### src/rtl/fp16_calc_sequencer_if.sv
// fp16_calc_sequencer_if -- bundles the keypad/button front end, the FP16
// datapath operand/result bus and the LCD refresh handshake. The sequencer
// attaches through the master modport. An environment that drives the buttons
// and observes the operands attaches through the slave modport.
interface fp16_calc_sequencer_if;
  // front end -> sequencer
  logic        key_a;
  logic        key_b;
  logic        key_c;
  logic        clear_a;
  logic        clear_b;
  logic        op_in;
  logic [15:0] keypad_val;
  // datapath / LCD -> sequencer
  logic [15:0] res_in;
  logic        lcd_ack;
  // sequencer -> datapath / LCD / status
  logic [15:0] op_a;
  logic [15:0] op_b;
  logic        op_sel;
  logic [15:0] reg_c;
  logic        flag_a;
  logic        flag_b;
  logic        flag_c;
  logic        busy;
  logic        lcd_req;

  modport master (
    input  key_a, key_b, key_c, clear_a, clear_b, op_in, keypad_val,
    input  res_in, lcd_ack,
    output op_a, op_b, op_sel, reg_c, flag_a, flag_b, flag_c, busy, lcd_req
  );

  modport slave (
    output key_a, key_b, key_c, clear_a, clear_b, op_in, keypad_val,
    output res_in, lcd_ack,
    input  op_a, op_b, op_sel, reg_c, flag_a, flag_b, flag_c, busy, lcd_req
  );
endinterface

### src/rtl/fp16_calc_sequencer.sv
// fp16_calc_sequencer -- control sequencer for the FP16 add/subtract
// calculator. It loads or clears operands A and B on button events. On a
// compute request it freezes the operands and the operation, waits
// SETTLE_CYCLES for the combinational adder, captures the result into C and
// then asks the LCD to refresh through a req/ack handshake.
// Optional build macro: FP16_SPECIAL_EN. When defined, the capture step
// replaces the datapath result for NaN/Inf operands and for zero operands.
module fp16_calc_sequencer #(
  parameter int unsigned SETTLE_CYCLES = 3,    // 1..15
  parameter bit          KEY_SYNC      = 1'b1
) (
  input  logic                         clk,
  input  logic                         reset,  // async, active low
  fp16_calc_sequencer_if.master        bus
);

  localparam logic [1:0] ST_IDLE     = 2'd0;
  localparam logic [1:0] ST_SETTLE   = 2'd1;
  localparam logic [1:0] ST_CAPTURE  = 2'd2;
  localparam logic [1:0] ST_LCD_WAIT = 2'd3;

  localparam logic [3:0] CNT_INIT  = 4'(SETTLE_CYCLES - 1);
  // Number of clocks after reset before the edge-detect history reflects the
  // real button levels: the synchroniser depth plus the history flop.
  localparam logic [1:0] ARM_DEPTH = KEY_SYNC ? 2'd3 : 2'd1;

  // Button bit order: {clear_a, clear_b, key_c, key_a, key_b}.
  logic [4:0]  keys_raw;
  logic [4:0]  keys_s;
  logic [4:0]  hist_q, hist_d;
  logic [4:0]  events;
  logic [1:0]  arm_cnt_q, arm_cnt_d;
  logic        armed;
  logic        ev_clr_a, ev_clr_b, ev_key_c, ev_key_a, ev_key_b;

  logic [1:0]  state_q, state_d;
  logic [3:0]  cnt_q, cnt_d;
  logic [15:0] op_a_q, op_a_d;
  logic [15:0] op_b_q, op_b_d;
  logic        op_sel_q, op_sel_d;
  logic [15:0] reg_c_q, reg_c_d;
  logic        flag_a_q, flag_a_d;
  logic        flag_b_q, flag_b_d;
  logic        flag_c_q, flag_c_d;
  logic [15:0] cap_val;

  assign keys_raw = {bus.clear_a, bus.clear_b, bus.key_c, bus.key_a, bus.key_b};

  generate
    if (KEY_SYNC) begin : g_sync
      logic [4:0] sync1_q, sync2_q;
      // Two-flop synchroniser for the asynchronous button levels.
      always_ff @(posedge clk or negedge reset) begin
        if (!reset) begin
          sync1_q <= '0;
          sync2_q <= '0;
        end else begin
          sync1_q <= keys_raw;
          sync2_q <= sync1_q;
        end
      end
      assign keys_s = sync2_q;
    end else begin : g_nosync
      assign keys_s = keys_raw;
    end
  endgenerate

  // A button held through reset must not look like a fresh press. The history
  // clears to zero, so events stay masked until it has sampled real levels.
  assign armed    = (arm_cnt_q == ARM_DEPTH);
  assign events   = keys_s & ~hist_q & {5{armed}};
  assign ev_clr_a = events[4];
  assign ev_clr_b = events[3];
  assign ev_key_c = events[2];
  assign ev_key_a = events[1];
  assign ev_key_b = events[0];

  // Value written into C at capture time.
`ifdef FP16_SPECIAL_EN
  always_comb begin
    cap_val = bus.res_in;
    if (op_a_q[14:10] == 5'h1F || op_b_q[14:10] == 5'h1F) begin
      cap_val = 16'h7E00;                                  // quiet NaN
    end else if (op_a_q[14:0] == 15'd0) begin
      cap_val = op_sel_q ? op_b_q : {~op_b_q[15], op_b_q[14:0]};
    end else if (op_b_q[14:0] == 15'd0) begin
      cap_val = op_a_q;
    end
  end
`else
  assign cap_val = bus.res_in;
`endif

  // Next-state logic: edge-detect history, operand registers and the FSM.
  always_comb begin
    // NOTE: every signal gets a default first so no path leaves it unassigned (no latches).
    hist_d    = keys_s;
    arm_cnt_d = armed ? arm_cnt_q : arm_cnt_q + 2'd1;
    state_d   = state_q;
    cnt_d     = cnt_q;
    op_a_d    = op_a_q;
    op_b_d    = op_b_q;
    op_sel_d  = op_sel_q;
    reg_c_d   = reg_c_q;
    flag_a_d  = flag_a_q;
    flag_b_d  = flag_b_q;
    flag_c_d  = flag_c_q;

    case (state_q)
      ST_IDLE: begin
        // At most one event per cycle; a lower-priority event that arrives in
        // the same cycle is dropped.
        if (ev_clr_a) begin
          op_a_d   = '0;
          flag_a_d = 1'b0;
          flag_c_d = 1'b0;
          state_d  = ST_LCD_WAIT;
        end else if (ev_clr_b) begin
          op_b_d   = '0;
          flag_b_d = 1'b0;
          flag_c_d = 1'b0;
          state_d  = ST_LCD_WAIT;
        end else if (ev_key_c) begin
          if (flag_a_q && flag_b_q) begin
            op_sel_d = bus.op_in;
            cnt_d    = CNT_INIT;
            state_d  = ST_SETTLE;
          end
        end else if (ev_key_a) begin
          op_a_d   = bus.keypad_val;
          flag_a_d = 1'b1;
          state_d  = ST_LCD_WAIT;
        end else if (ev_key_b) begin
          op_b_d   = bus.keypad_val;
          flag_b_d = 1'b1;
          state_d  = ST_LCD_WAIT;
        end
      end

      ST_SETTLE: begin
        // A clear aborts the compute. Load/compute presses are discarded.
        if (ev_clr_a) begin
          op_a_d   = '0;
          flag_a_d = 1'b0;
          flag_c_d = 1'b0;
          state_d  = ST_LCD_WAIT;
        end else if (ev_clr_b) begin
          op_b_d   = '0;
          flag_b_d = 1'b0;
          flag_c_d = 1'b0;
          state_d  = ST_LCD_WAIT;
        end else if (cnt_q == 4'd0) begin
          state_d = ST_CAPTURE;
        end else begin
          cnt_d = cnt_q - 4'd1;
        end
      end

      ST_CAPTURE: begin
        reg_c_d  = cap_val;
        flag_c_d = 1'b1;
        state_d  = ST_LCD_WAIT;
      end

      ST_LCD_WAIT: begin
        if (bus.lcd_ack) state_d = ST_IDLE;
      end

      default: state_d = ST_IDLE;
    endcase
  end

  // State registers.
  always_ff @(posedge clk or negedge reset) begin
    if (!reset) begin
      hist_q    <= '0;
      arm_cnt_q <= '0;
      state_q   <= ST_IDLE;
      cnt_q     <= '0;
      op_a_q    <= '0;
      op_b_q    <= '0;
      op_sel_q  <= 1'b1;
      reg_c_q   <= '0;
      flag_a_q  <= 1'b0;
      flag_b_q  <= 1'b0;
      flag_c_q  <= 1'b0;
    end else begin
      // NOTE: non-blocking assignments so every flop samples pre-edge values.
      hist_q    <= hist_d;
      arm_cnt_q <= arm_cnt_d;
      state_q   <= state_d;
      cnt_q     <= cnt_d;
      op_a_q    <= op_a_d;
      op_b_q    <= op_b_d;
      op_sel_q  <= op_sel_d;
      reg_c_q   <= reg_c_d;
      flag_a_q  <= flag_a_d;
      flag_b_q  <= flag_b_d;
      flag_c_q  <= flag_c_d;
    end
  end

  assign bus.op_a    = op_a_q;
  assign bus.op_b    = op_b_q;
  assign bus.op_sel  = op_sel_q;
  assign bus.reg_c   = reg_c_q;
  assign bus.flag_a  = flag_a_q;
  assign bus.flag_b  = flag_b_q;
  assign bus.flag_c  = flag_c_q;
  assign bus.busy    = (state_q != ST_IDLE);
  assign bus.lcd_req = (state_q == ST_LCD_WAIT);

endmodule

### src/flat_wrapper.sv
// flat-port wrapper written by rule: the top's interface ports become plain ports
module fp16_calc_sequencer_flat 
#(
  parameter int unsigned SETTLE_CYCLES = 3,            
  parameter bit          KEY_SYNC      = 1'b1
)
  (clk, reset, bus_key_a, bus_key_b, bus_key_c, bus_clear_a, bus_clear_b, bus_op_in, bus_keypad_val, bus_res_in, bus_lcd_ack, bus_op_a, bus_op_b, bus_op_sel, bus_reg_c, bus_flag_a, bus_flag_b, bus_flag_c, bus_busy, bus_lcd_req);
  fp16_calc_sequencer_if bus_i ();
  input  logic clk;
  input  logic reset;
  input wire logic [$bits(bus_i.key_a)-1:0] bus_key_a;
  input wire logic [$bits(bus_i.key_b)-1:0] bus_key_b;
  input wire logic [$bits(bus_i.key_c)-1:0] bus_key_c;
  input wire logic [$bits(bus_i.clear_a)-1:0] bus_clear_a;
  input wire logic [$bits(bus_i.clear_b)-1:0] bus_clear_b;
  input wire logic [$bits(bus_i.op_in)-1:0] bus_op_in;
  input wire logic [$bits(bus_i.keypad_val)-1:0] bus_keypad_val;
  input wire logic [$bits(bus_i.res_in)-1:0] bus_res_in;
  input wire logic [$bits(bus_i.lcd_ack)-1:0] bus_lcd_ack;
  output wire logic [$bits(bus_i.op_a)-1:0] bus_op_a;
  output wire logic [$bits(bus_i.op_b)-1:0] bus_op_b;
  output wire logic [$bits(bus_i.op_sel)-1:0] bus_op_sel;
  output wire logic [$bits(bus_i.reg_c)-1:0] bus_reg_c;
  output wire logic [$bits(bus_i.flag_a)-1:0] bus_flag_a;
  output wire logic [$bits(bus_i.flag_b)-1:0] bus_flag_b;
  output wire logic [$bits(bus_i.flag_c)-1:0] bus_flag_c;
  output wire logic [$bits(bus_i.busy)-1:0] bus_busy;
  output wire logic [$bits(bus_i.lcd_req)-1:0] bus_lcd_req;
  assign bus_i.key_a = bus_key_a;
  assign bus_i.key_b = bus_key_b;
  assign bus_i.key_c = bus_key_c;
  assign bus_i.clear_a = bus_clear_a;
  assign bus_i.clear_b = bus_clear_b;
  assign bus_i.op_in = bus_op_in;
  assign bus_i.keypad_val = bus_keypad_val;
  assign bus_i.res_in = bus_res_in;
  assign bus_i.lcd_ack = bus_lcd_ack;
  assign bus_op_a = bus_i.op_a;
  assign bus_op_b = bus_i.op_b;
  assign bus_op_sel = bus_i.op_sel;
  assign bus_reg_c = bus_i.reg_c;
  assign bus_flag_a = bus_i.flag_a;
  assign bus_flag_b = bus_i.flag_b;
  assign bus_flag_c = bus_i.flag_c;
  assign bus_busy = bus_i.busy;
  assign bus_lcd_req = bus_i.lcd_req;
  fp16_calc_sequencer #(.SETTLE_CYCLES(SETTLE_CYCLES), .KEY_SYNC(KEY_SYNC)) u_core (.clk(clk), .reset(reset), .bus(bus_i));
endmodule
### config.mk
export PLATFORM = sky130hd
export DESIGN_NAME = fp16_calc_sequencer_flat
export DESIGN_NICKNAME = d
export VERILOG_FILES = /design/src/rtl/fp16_calc_sequencer_if.sv /design/src/rtl/fp16_calc_sequencer.sv /design/src/flat_wrapper.sv
export SDC_FILE = /design/constraint.sdc
export NUM_CORES = 1
export LEC_CHECK = 0
export CORE_ASPECT_RATIO = 1.1
export CORE_MARGIN = 3
export CORE_UTILIZATION = 30
export CTS_CLUSTER_SIZE = 10
export DETAILED_ROUTE_END_ITERATION = 8
export GPL_TIMING_DRIVEN = 0
export PLACE_DENSITY = 0.68
export SLEW_MARGIN = 20
export SYNTH_ARGS = -nofsm -noshare
export SYNTH_HDL_FRONTEND = slang
export SYNTH_SLANG_ARGS = --single-unit
### constraint.sdc
create_clock -name clk -period 1.7 [get_ports clk]
set_input_delay 0.34 -clock clk [delete_from_list [all_inputs] [get_ports clk]]
set_output_delay 0.34 -clock clk [all_outputs]
set_load 0.05 [all_outputs]
[After elaboration in Yosys (flattened, before gate mapping)]
Index checks and enable logic that the tools add are counted.
Widths: inputs -> output; s select.
Operators by class
  add/sub/neg operators: 2
  reductions and logical operators: 13
  muxes and demuxes: 49
  equality and inequality tests: 24
  bitwise operators: 5
Operators by type and width (number)
  $mux 16: 12
  $pmux 16 s2: 2
  $mux 4: 7
  $mux 2: 10
  $mux 1: 13
  $ne 2x2->1 const B: 6
  $ne 3x2->1 const B: 4
  $and 5x5->5: 2
  $reduce_and 5->1: 2
  $ne 3x1->1 const B: 3
  $ne 2x1->1 const B: 4
  $pmux 2 s4: 1
  $pmux 4 s2: 1
  $reduce_and 8->1: 1
  $reduce_and 7->1: 1
  $eq 2x2->1 const B: 3
  $ne 6x1->1 const B: 1
  $pmux 1 s2: 3
  $reduce_bool 2->1: 3
  $ne 5x3->1 const B: 1
  $not 5->5: 1
  $logic_not 4->1: 1
  $ne 4x1->1 const B: 1
  $reduce_and 4->1: 1
  8 further kinds: 9
Word-level totals
  input port bits: 41
  logic and storage cells: 106
  register bits: 75
  output and inout bits: 54

[Logic depth before layout (Yosys ltp)]
  depth after elaboration: 9
  gate-level depth with buffers: 9
  mapped depth without buffers: 7

[Worst setup path before layout]
Ideal clock, no wire load.
  kind: reg2reg
  start point: reg u_core.state_q[0]
  end point: reg u_core.op_a_q[15], in the netlist u_core.bus.op_a[15]
  data arrival time: 2085 ps
  data required time: 1579 ps
  cell stages (with the launch flop): 10
  path slack: -505 ps
  setup time: 121 ps
  buffers on the path: 2
  period minus slack after synthesis: 2205 ps
  cell sequence: dfrtp_1 > inv_1 > ha_1 > inv_1 > a21oi_1 > nand3b_1 > a21bo_1 > buf_6 > buf_6 > a22o_1
Between the ends
  longest elaborated chain between the ends: 3
  elaborated cells between the ends (all ways): 9
  classes of those cells: eq/ne (5); mux (1); reduce/logical (3)
Ends and longest elaborated chain
  from (decl): RTL line fp16_calc_sequencer.sv:36  | logic [1:0] state_q, state_d;
  from (signal assigned): RTL line fp16_calc_sequencer.sv:191  | state_q <= state_d;
  $eq 2x1->1 or $logic_not 2->1 (tied branches): RTL line fp16_calc_sequencer.sv:109  | case (state_q)
  $ne 2x1->1 (no source line), or another cell as far along
  $reduce_and 5->1 (no source line)
  to (signal assigned): RTL line fp16_calc_sequencer.sv:193  | op_a_q <= op_a_d;
  to (decl): RTL line fp16_calc_sequencer.sv:38  | logic [15:0] op_a_q, op_a_d;
Several ways; a longest one is shown, not always the timed one.
A chain may end at the register's enable or synchronous reset.

[Final worst setup path]
  start point: reg u_core.arm_cnt_q[0]
  end point: reg u_core.op_a_q[2], in the netlist u_core.bus.op_a[2]
Between the ends
  longest elaborated chain between the ends: 4
  elaborated cells between the ends (all ways): 9
  classes of those cells: eq/ne (5); mux (2); bitwise (1); reduce/logical (1)
Ends and longest elaborated chain
  from (decl): RTL line fp16_calc_sequencer.sv:32  | logic [1:0] arm_cnt_q, arm_cnt_d;
  from (signal assigned): RTL line fp16_calc_sequencer.sv:190  | arm_cnt_q <= arm_cnt_d;
  $eq 2x2->1 *: RTL line fp16_calc_sequencer.sv:70  | assign armed = (arm_cnt_q == ARM_DEPTH);
  $and 5x5->5 *: RTL line fp16_calc_sequencer.sv:71  | assign events = keys_s & ~hist_q & {5{armed}};
  $ne 3x2->1 (no source line), or another cell as far along
  $reduce_and 5->1 (no source line) or $pmux 16 s2 (tied branches)
Every way passes the cells marked *; elsewhere a longest branch is shown, timed or not.

==> results.md <==
- Overall die height: 111.8 microns
- Commonest cells in the netlist: dfrtp_1 (74), nand2_1 (44), o21ai_1 (19)
- Crit path required time: 1.94 ns
- Row cnt: 38
- Overflow after GRT: 0
- Period minus WS final: 1.806 ns
- Startpoint Class: flop
- WHS Endpoint: u_core.g_sync.sync2_q[2]$_DFF_PN0_
- First drt pass iteration count: 4
- Syn Area/Cell: 12.21 sq um
- Synth Flop Type: dfrtp_1
- DR vias/cell: 4.772
- Total CTS buffers: 9
- Final Max Tran Viols: 0
- Placed Instances: 465
- Leak Pwr: 2.229 nW
- Data arrival, critical path: 2.05 ns
- Reg clk slew, reported paths: 0.08 ns
- Post-Place Worst Slack: -0.4030 ns
- Max Clock Freq: 553.6 MHz
- Hold Path Depth: 0
- Initial antenna violation count: 0
- Worst hold path type: reg -> reg
- WL final: 7664 microns
- FF-to-FF End: u_core.bus.op_a[2]$_DFFE_PN0P_
- Routability cong.: 0.7434
- CTS HTree Levels: 3
- Tightest Pin Transition: 0.5113 ns
- Pwr dens: 2113 nW/um^2
- EDFF count, synth: 0
- CORE AREA: 9889 sq um
- Most numerous cell in the Yosys netlist: dfrtp_1
- Status: finished, violations left
- DRC: 0
- #FFs+latches synth: 75
- Synthesized cell area: 3053 sq um
- Top post-synthesis cells by area: dfrtp_1 (61%), nand2_1 (5.4%), a22o_1 (4.9%)
- Clk_lat worst skew: 0.35 ns
- Tcrit/Tclk final: 1.063
- Routed vias: 2410
- Crit end category: flop
- Ys Warns: 0
- Failing checks: setup timing
- Gr usage total: 0.1345
- Final setup fails: 24
- Largest net degree at the start of global routing: 44
- Number of max-cap violations: 0
- Fin cells: 505
- PortBufs: 94
- CTS tree: yes
- CTS root buffer: clkbuf_8
- Share of cells above drive strength 1: 0.2545
- Io pins: 95
- Post-synth ARST share: 1.000
- Layout Nets: 430
- Final setup margin: -0.1063 ns
- Sequential share of the synthesized area: 0.6152
- Starting density of the core: 0.3087
- Vias in the first global route: 2487
- VDD IR max: 994.9 uV
- Cell count of the worst reg-to-reg path: 8
- Distinct cell type count after synthesis: 37
- Hold_sp: u_core.g_sync.sync1_q[2]$_DFF_PN0_
- Cells after Synth: 250
- RSZ-0062 raised after global routing: true
- Skew final: 0.01135 ns
- Average wire per standard cell: 15.18 microns
- N_diodes: 0
- Post-DP HPWL: 5190 microns
- TNS Setup: -1.922 ns
- Die Area: 11420 sq um
- Leading area contributor after synthesis: dfrtp_1
- R2r setup slk: -0.11 ns
- FF-to-FF Start: u_core.arm_cnt_q[0]$_DFFE_PN0P_
- Antenna Nets Post-Route: 0
- WS Path Type: reg -> reg
- Drt initial violations: 80
- Area share of the largest cell type after synthesis: 0.6066
- Clock Path Buffers: 2
- Syn nets: 300
- Power Total: 10.02 mW
- Die X: 102.2 microns
- Clk sink count: 75
- Final Hold Fails: 0
- Critical path fanouts, max: 6
- Relative slew slack: 0.6605
- First-pass GRT wire length: 12050 microns
- Layout area overhead: 55.29%
- WHS: 0.3519 ns
[sequential cells by signal (all words and copies together), names as in the netlist]
signal                 flops
u_core.bus.flag_a          1
u_core.cnt_q               4
u_core.arm_cnt_q           2
u_core.bus.op_b           16
u_core.state_q             2
u_core.bus.flag_c          1
u_core.bus.flag_b          1
u_core.g_sync.sync2_q      5
u_core.bus.op_sel          1
u_core.g_sync.sync1_q      5
u_core.bus.op_a           16
u_core.hist_q              5
u_core.bus.reg_c          16
[report_power, final]
group / internal, mW / total, mW / switching, mW / leakage, nW
Sequential: 2.46 / 2.85 / 0.381 / 0.922
Combinational: 2.06 / 5.77 / 3.71 / 1.20
Clock: 0.757 / 1.40 / 0.645 / 0.106
[cell families (layout without fill, tap and decap cells)]
family                   after synthesis  in the layout  synth area share
flip-flops                            75             75            0.6152
XOR/XNOR                               1              1          0.002869
buffers and inverters                 17            152           0.02992
multiplexers                          21             21           0.07705
AND/OR/NAND/NOR                       72             72            0.1123
adder cells (fa/ha/maj)                9              9           0.03689
AO/OA/AOI/OAI                         55             55            0.1258
[metal layers]
| layer | share of wire | up-vias | GRT usage |
|---|---|---|---|
| met2 | 0.50 | 75 | 0.2267 |
| met3 | 0.069 | 9 | 0.04637 |
| met5 | 0 | - | 0 |
| met1 | 0.42 | 1203 | 0.1611 |
| met4 | 0.012 | 0 | 0.03937 |
| li1 | - | 1123 | - |
[how the worst max path moves through the flow]
stage,start,end,slack [ns],cells after the start
floorplan,u_core.state_q[0]$_DFFE_PN0P_,u_core.bus.op_a[15]$_DFFE_PN0P_,-0.15,9
global placement,reset,u_core.g_sync.sync1_q[3]$_DFF_PN0_,-2.23,1
detailed placement,u_core.state_q[1]$_DFFE_PN0P_,u_core.bus.op_a[2]$_DFFE_PN0P_,-0.40,6
CTS,u_core.arm_cnt_q[0]$_DFFE_PN0P_,u_core.bus.op_a[3]$_DFFE_PN0P_,-0.11,8
global route,u_core.arm_cnt_q[0]$_DFFE_PN0P_,u_core.bus.op_a[2]$_DFFE_PN0P_,-0.18,8
finish,u_core.arm_cnt_q[0]$_DFFE_PN0P_,u_core.bus.op_a[2]$_DFFE_PN0P_,-0.11,8
[final cells by class]
| type | instances | area [sq um] |
|---|---|---|
| Fill cell | 920 | 5149 |
| Inverter | 5 | 27.53 |
| Sequential cell | 75 | 1881 |
| Clock buffer | 12 | 155.1 |
| Tap cell | 120 | 150.1 |
| Buffer | 11 | 105.1 |
| Clock inverter | 4 | 48.80 |
| Multi-Input combinational cell | 158 | 1250 |
| Timing Repair Buffer | 120 | 1124 |
[worst max-delay path, cell delays in order (launching register included)]
cell      delay (ns)
dfrtp_1         0.42
ha_4            0.18
buf_6           0.13
nand3b_1        0.20
nand3b_1        0.11
a21bo_1         0.18
buf_6           0.14
buf_8           0.13
a22o_1          0.20
[what timing repair did]
action | CTS | global route
gates cloned | 1 | 0
gates resized for setup | 95 | 36
hold endpoints to repair | 32 | 0
hold buffers | 1 | 0
pin swaps | 19 | 11
setup endpoints to repair | 105 | 48
setup buffers | 16 | 7
[per-stage QoR]
stage	area, sq um	util
floorplan	3088	-
global placement	4179	0.4226
detailed placement	4197	0.4243
CTS	4588	0.4639
global route	4741	0.4794
finish	4741	0.4794
[cells in the final DEF (no fill, tap or decap), drive strengths merged, types with 2 or more instances in the layout]
cell type and count:
nand2b 2, a21bo 2, inv 4, nor2b 5, clkbuf 15, ha 9
nand3b 3, nor2 7, dlygate4sd2 49, nand3 3, a22o 17, clkinv 3
dfrtp 74, nor3 4, clkdlybuf4s50 39, o21ai 22, nand2 44, a21oi 7
buf 38, o221ai 2, mux2 20
(Power assumes the default switching activity.)
